<file path="config.mk">
export PLATFORM = sky130hd
export DESIGN_NAME = fetch_ctrl_flat
export DESIGN_NICKNAME = d
export VERILOG_FILES = /design/src/rtl/fetch_ctrl_if.sv /design/src/rtl/fetch_ctrl.sv /design/src/flat_wrapper.sv
export SDC_FILE = /design/constraint.sdc
export NUM_CORES = 1
export LEC_CHECK = 0
export CORE_MARGIN = 3
export CORE_UTILIZATION = 25
export DETAILED_ROUTE_END_ITERATION = 10
export HOLD_SLACK_MARGIN = 0.05
export PLACE_DENSITY = 0.5
export RECOVER_POWER = 50
export SLEW_MARGIN = 15
export SYNTH_ARGS = -nofsm -noshare
export SYNTH_HDL_FRONTEND = slang
export SYNTH_SLANG_ARGS = --single-unit
</file>
<file path="constraint.sdc">
create_clock -name clk -period 2.7 [get_ports clk]
set_input_delay 0.405 -clock clk [delete_from_list [all_inputs] [get_ports clk]]
set_output_delay 0.405 -clock clk [all_outputs]
set_load 0.005 [all_outputs]
</file>
<file path="src/rtl/fetch_ctrl_if.sv">
// Instruction-memory request/response bundle between the fetch sequencer and imem.
interface fetch_ctrl_if;
  logic        imem_req;
  logic [31:0] imem_addr;
  logic        imem_ready;
  logic [31:0] imem_rdata;

  modport master (output imem_req, output imem_addr, input imem_ready, input imem_rdata);
  modport slave  (input imem_req, input imem_addr, output imem_ready, output imem_rdata);
endinterface

</file>
<file path="src/rtl/fetch_ctrl.sv">
// Fetch-stage sequencer: handshaked imem requests, output slot plus one-entry skid, redirect flush.
// Optional saturating perf counters are compiled in with `define FETCH_PERF_CNT_EN.
module fetch_ctrl #(
  parameter logic [31:0] RESET_PC = 32'h0000_0000,
  parameter int unsigned PC_STEP  = 4
) (
  input  logic         clk,
  input  logic         rst_n,
  input  logic         stall_f,
  input  logic         redirect_valid,
  input  logic [31:0]  redirect_pc,
  fetch_ctrl_if.master imem,
  output logic         instr_valid,
  output logic [31:0]  instr,
  output logic [31:0]  pc_f,
  output logic [31:0]  pc_plus_4
`ifdef FETCH_PERF_CNT_EN
  ,
  output logic [31:0]  stall_cycles,
  output logic [31:0]  wait_cycles
`endif
);

  typedef enum logic [1:0] {S_IDLE, S_REQ, S_DROP} state_e;

  state_e      state_q, state_d;
  logic [31:0] pc_q, pc_d;
  logic [31:0] addr_q, addr_d;
  logic        out_valid_q, out_valid_d;
  logic [31:0] instr_q, instr_d;
  logic [31:0] pcf_q, pcf_d;
  logic        skid_valid_q, skid_valid_d;
  logic [31:0] skid_instr_q, skid_instr_d;
  logic [31:0] skid_pc_q, skid_pc_d;

  logic        busy, xfer, consume, drain, issue;
  logic [31:0] target;
  logic        unused_rpc_lsb;

  assign busy           = (state_q != S_IDLE);
  assign xfer           = busy && imem.imem_ready;
  assign consume        = out_valid_q && !stall_f;
  assign drain          = skid_valid_q && !stall_f;
  assign target         = {redirect_pc[31:2], 2'b00};
  assign unused_rpc_lsb = ^redirect_pc[1:0];

  always_ff @(posedge clk) begin
    if (!rst_n) begin
      state_q      <= S_IDLE;
      pc_q         <= RESET_PC;
      addr_q       <= '0;
      out_valid_q  <= 1'b0;
      instr_q      <= '0;
      pcf_q        <= '0;
      skid_valid_q <= 1'b0;
      skid_instr_q <= '0;
      skid_pc_q    <= '0;
    end else begin
      state_q      <= state_d;
      pc_q         <= pc_d;
      addr_q       <= addr_d;
      out_valid_q  <= out_valid_d;
      instr_q      <= instr_d;
      pcf_q        <= pcf_d;
      skid_valid_q <= skid_valid_d;
      skid_instr_q <= skid_instr_d;
      skid_pc_q    <= skid_pc_d;
    end
  end

  always_comb begin
    state_d      = state_q;
    pc_d         = pc_q;
    addr_d       = addr_q;
    out_valid_d  = out_valid_q;
    instr_d      = instr_q;
    pcf_d        = pcf_q;
    skid_valid_d = skid_valid_q;
    skid_instr_d = skid_instr_q;
    skid_pc_d    = skid_pc_q;
    issue        = 1'b0;

    if (redirect_valid) begin
      out_valid_d  = 1'b0;
      skid_valid_d = 1'b0;
      // An outstanding request cannot be aborted: park the target and drop its response later.
      if (busy && !imem.imem_ready) begin
        pc_d    = target;
        state_d = S_DROP;
      end else begin
        addr_d  = target;
        pc_d    = target + 32'(PC_STEP);
        state_d = S_REQ;
      end
    end else begin
      if (consume) out_valid_d = 1'b0;
      if (drain) begin
        out_valid_d  = 1'b1;
        instr_d      = skid_instr_q;
        pcf_d        = skid_pc_q;
        skid_valid_d = 1'b0;
      end
      if (xfer && state_q == S_REQ) begin
        if (!drain && (!out_valid_q || consume)) begin
          out_valid_d = 1'b1;
          instr_d     = imem.imem_rdata;
          pcf_d       = addr_q;
        end else begin
          skid_valid_d = 1'b1;
          skid_instr_d = imem.imem_rdata;
          skid_pc_d    = addr_q;
        end
      end
      // A new request may start only from idle or on a completing transfer, never while a word waits in skid.
      if (state_q == S_IDLE || xfer) begin
        issue = !skid_valid_d && !drain;
        if (!issue) state_d = S_IDLE;
      end
      if (issue) begin
        addr_d  = pc_q;
        pc_d    = pc_q + 32'(PC_STEP);
        state_d = S_REQ;
      end
    end
  end

  assign imem.imem_req  = busy;
  assign imem.imem_addr = addr_q;
  assign instr_valid    = out_valid_q;
  assign instr          = instr_q;
  assign pc_f           = pcf_q;
  assign pc_plus_4      = pcf_q + 32'd4;

`ifdef FETCH_PERF_CNT_EN
  logic [31:0] stall_cnt_q, wait_cnt_q;

  always_ff @(posedge clk) begin
    if (!rst_n) begin
      stall_cnt_q <= '0;
      wait_cnt_q  <= '0;
    end else begin
      if (out_valid_q && stall_f && stall_cnt_q != '1) stall_cnt_q <= stall_cnt_q + 32'd1;
      if (busy && !imem.imem_ready && wait_cnt_q != '1) wait_cnt_q <= wait_cnt_q + 32'd1;
    end
  end

  assign stall_cycles = stall_cnt_q;
  assign wait_cycles  = wait_cnt_q;
`endif

endmodule
</file>
<file path="src/flat_wrapper.sv">
// flat-port wrapper written by rule: the top's interface ports become plain ports
module fetch_ctrl_flat 
#(
  parameter logic [31:0] RESET_PC = 32'h0000_0000,
  parameter int unsigned PC_STEP  = 4
)
  (clk, rst_n, stall_f, redirect_valid, redirect_pc, instr_valid, instr, pc_f, pc_plus_4, imem_imem_req, imem_imem_addr, imem_imem_ready, imem_imem_rdata);
  fetch_ctrl_if imem_i ();
  input  logic clk;
  input  logic rst_n;
  input  logic stall_f;
  input  logic redirect_valid;
  input  logic [31:0] redirect_pc;
  output logic instr_valid;
  output logic [31:0] instr;
  output logic [31:0] pc_f;
  output logic [31:0] pc_plus_4;
  output wire logic [$bits(imem_i.imem_req)-1:0] imem_imem_req;
  output wire logic [$bits(imem_i.imem_addr)-1:0] imem_imem_addr;
  input wire logic [$bits(imem_i.imem_ready)-1:0] imem_imem_ready;
  input wire logic [$bits(imem_i.imem_rdata)-1:0] imem_imem_rdata;
  assign imem_imem_req = imem_i.imem_req;
  assign imem_imem_addr = imem_i.imem_addr;
  assign imem_i.imem_ready = imem_imem_ready;
  assign imem_i.imem_rdata = imem_imem_rdata;
  fetch_ctrl #(.RESET_PC(RESET_PC), .PC_STEP(PC_STEP)) u_core (.clk(clk), .rst_n(rst_n), .stall_f(stall_f), .redirect_valid(redirect_valid), .redirect_pc(redirect_pc), .imem(imem_i), .instr_valid(instr_valid), .instr(instr), .pc_f(pc_f), .pc_plus_4(pc_plus_4));
endmodule
</file>
==> results.ini <==
[cts]
ctsHoldBuffers = 0
clockBufferDepth = 2
cts_buffers = 17
ctsHtreeMaxLevel = 4
tritoncts = done
clk_pin_slew_ns = 0.08
cts-root-buf = clkbuf_16
clock-sinks = 192
insertion_delay_ns = 0.45

[power_and_ir_drop]
p_leak_uw = 0.00472
total_power_uw = 6760
ir_drop_v = 0.000451
power.density_nw_per_um2 = 538

[detailed_routing]
vias = 8785
drc = 0
routed_wirelength_mm = 31.9
viasPerCell = 4.94
drt_pass1_iterations = 5
post_drt_wl_per_cell_um = 17.9
ant_nets = 0
initialDrtViolationCount = 540

[logic_synthesis]
synth-edff-count = 0
yosys_register_bits = 192
syn_area_um2 = 9030
synth_top_area_share_pct = 42.6
syn-mean-instance-area_um2 = 8.20
synth_warnings = 0
ys.flop_type = dfxtp_1
synth_area_leaders = dfxtp_1, a21oi_1, nand2_1
syn_inst = 1101
synth_top_area_cell = dfxtp_1
yosys.cell_types.count = 64
syn_nets = 1173
ys_seq_area_share_pct = 42.6
ys_async_sr_fraction_pct = 0

[placed_design]
portBuffers = 196
gp_congestion = 0.815
dp_hpwl_mm = 22.4

[floorplan]
rows = 68
die_h_um = 196
die_width_um = 196
core_area_um2 = 35100
fp.dieArea_um2 = 38400
ios = 199
floorplan.initialDensity_pct = 25.8

[sta]
totalNegativeSetupSlack_ns = 0
slew_headroom_pct = 48.3
maxSlewViolCount = 0
worstMarginPinSlew_ns = 0.768
fin_crit_sh_pct = 95.9
whs_ns = 0.332
clock_skew_ns = 0.0148
finalSetupViolations = 0
min_period_ns = 2.59
rsz0062_at_grt = true
fmax_ghz = 0.386
hold_viol_final = 0

[final_layout]
utilization_pct = 35.8
area_growth_pct = 39.0
fillCellCount = 3685
layout-drive-gt1-share_pct = 11.5
antenna_cells = 0
fin_nets = 1384

[global_route]
grt_pass1_vias = 8342
antenna_found_initial = 0
grt_overflow = 0
grt_max_degree = 68
grt_pass1_wl_mm = 49.4
grt_usage_pct = 16.2

[run_status]
status = completed

[setup_path]
crit_path_start_kind = flop
endpoint_kind = primary output
r2r_slack_ns = 0.60
critical_path_arrival_ns = 2.19
cp.required_ns = 2.30
cp_max_fo = 3
worstSetupPathType = reg2out
r2r_start = u_core.state_q[1]$_SDFFE_PN0P_
regToRegEndpoint = u_core.pc_q[31]$_SDFFE_PN0P_
r2r_cells = 6

[worst_hold_path]
hold_class = in2reg
holdPathEnd = u_core.pc_q[21]$_SDFFE_PN0P_
min_path_cells = 3
min-delay-start = rst_n

[run]
drv_cap = 0

## registers in the layout (all words and copies together) (netlist names)
signal,cells
u_core.pc_q,30
u_core.pc_f,32
u_core.instr_valid,1
u_core.skid_pc_q,31
u_core.skid_valid_q,1
u_core.instr,32
u_core.skid_instr_q,32
u_core.imem.imem_addr,31
u_core.state_q,2
## cells in the final DEF, fill, tap and decap left out, drive strengths merged, types with 12 or more instances in the layout
master and instances:
a211oi 33, nand3 27, nor2 55, o22ai 72, a21oi 134, clkbuf 27
dlygate4sd3 64, nor3 15, nor4 15, inv 18, xor2 21, dfxtp 192
nand2 166, and4 17, nand4 25, o21ai 70, dlygate4sd2 12, clkdlybuf4s50 111
xnor2 50, buf 80, mux2i 25
## cell families after synthesis
group	after synthesis	synth area share, %
adder cells (fa/ha/maj)	3	0.416
buffers and inverters	103	5.07
flip-flops	192	42.6
XOR/XNOR	71	6.88
AND/OR/NAND/NOR	356	19.2
multiplexers	27	3.02
AO/OA/AOI/OAI	349	22.9
## how the worst max path moves through the flow
stage,from,to
finish,u_core.pc_f[3]$_SDFFE_PN0N_,pc_plus_4[30]
global route,u_core.pc_f[3]$_SDFFE_PN0N_,pc_plus_4[30]
CTS,u_core.pc_f[2]$_SDFFE_PN0N_,pc_plus_4[30]
detailed placement,u_core.pc_f[2]$_SDFFE_PN0N_,pc_plus_4[30]
global placement,u_core.pc_f[2]$_SDFFE_PN0N_,pc_plus_4[26]
floorplan,u_core.pc_f[2]$_SDFFE_PN0N_,pc_plus_4[26]
## per-layer routing
layer	global-route usage [%]	share of wire [%]	vias up
li1	-	-	4383
met1	23.4	49	4140
met2	24.9	44	227
met3	2.78	4.5	35
met4	4.44	1.9	0
met5	0	0	-
## worst max-delay path, cell delays in order (launching register included)
cell and delay, ns:
dfxtp_4 0.37, ha_4 0.14, nand3_2 0.09, nor4_2 0.26
buf_4 0.16, nand4_1 0.17, buf_4 0.20, nor2_4 0.07
xor2_1 0.14, buf_2 0.14
## synthesized netlist by cell type, types with 13 or more instances
master	instances
and4_1	17
nand2_1	166
nor4_1	13
nor2_1	55
a211oi_1	33
mux2i_1	25
nand3_1	26
inv_1	16
o21ai_0	70
a21oi_1	134
nor3_1	14
xor2_1	21
o22ai_1	72
dfxtp_1	192
xnor2_1	50
clkbuf_1	71
nand4_1	25
## power breakdown
group	internal (µW)	switching (µW)
Clock	1560	1160
Combinational	483	476
Sequential	2960	133
Total	5000	1770
## per-stage QoR
stage	instance area, µm²	worst slack [ns]	instances
3_5_place_dp	11900	-0.0394	1744
6_report	12600	0.110	1779
3_3_place_gp	11900	-0.0158	1744
2_1_floorplan	9030	0.370	1101
4_1_cts	12500	-0.0845	1780
5_1_grt	12600	-0.0791	1779
## layout make-up
class                   count  area, µm²  area share [%]
clock buffers              19        433            3.45
well taps                 455        569            4.53
inverters                  17       65.1           0.518
clock inverters            12        184            1.46
flip-flops and latches    192       3850            30.7
multi-input cells         806       4850            38.6
repair buffers            278       2600            20.7
## repair_timing
action	in CTS	in global routing
buffers inserted	5	0
gates resized for setup	33	23
setup endpoints to repair	18	16
pin swaps	6	7
(Power assumes the default switching activity.)
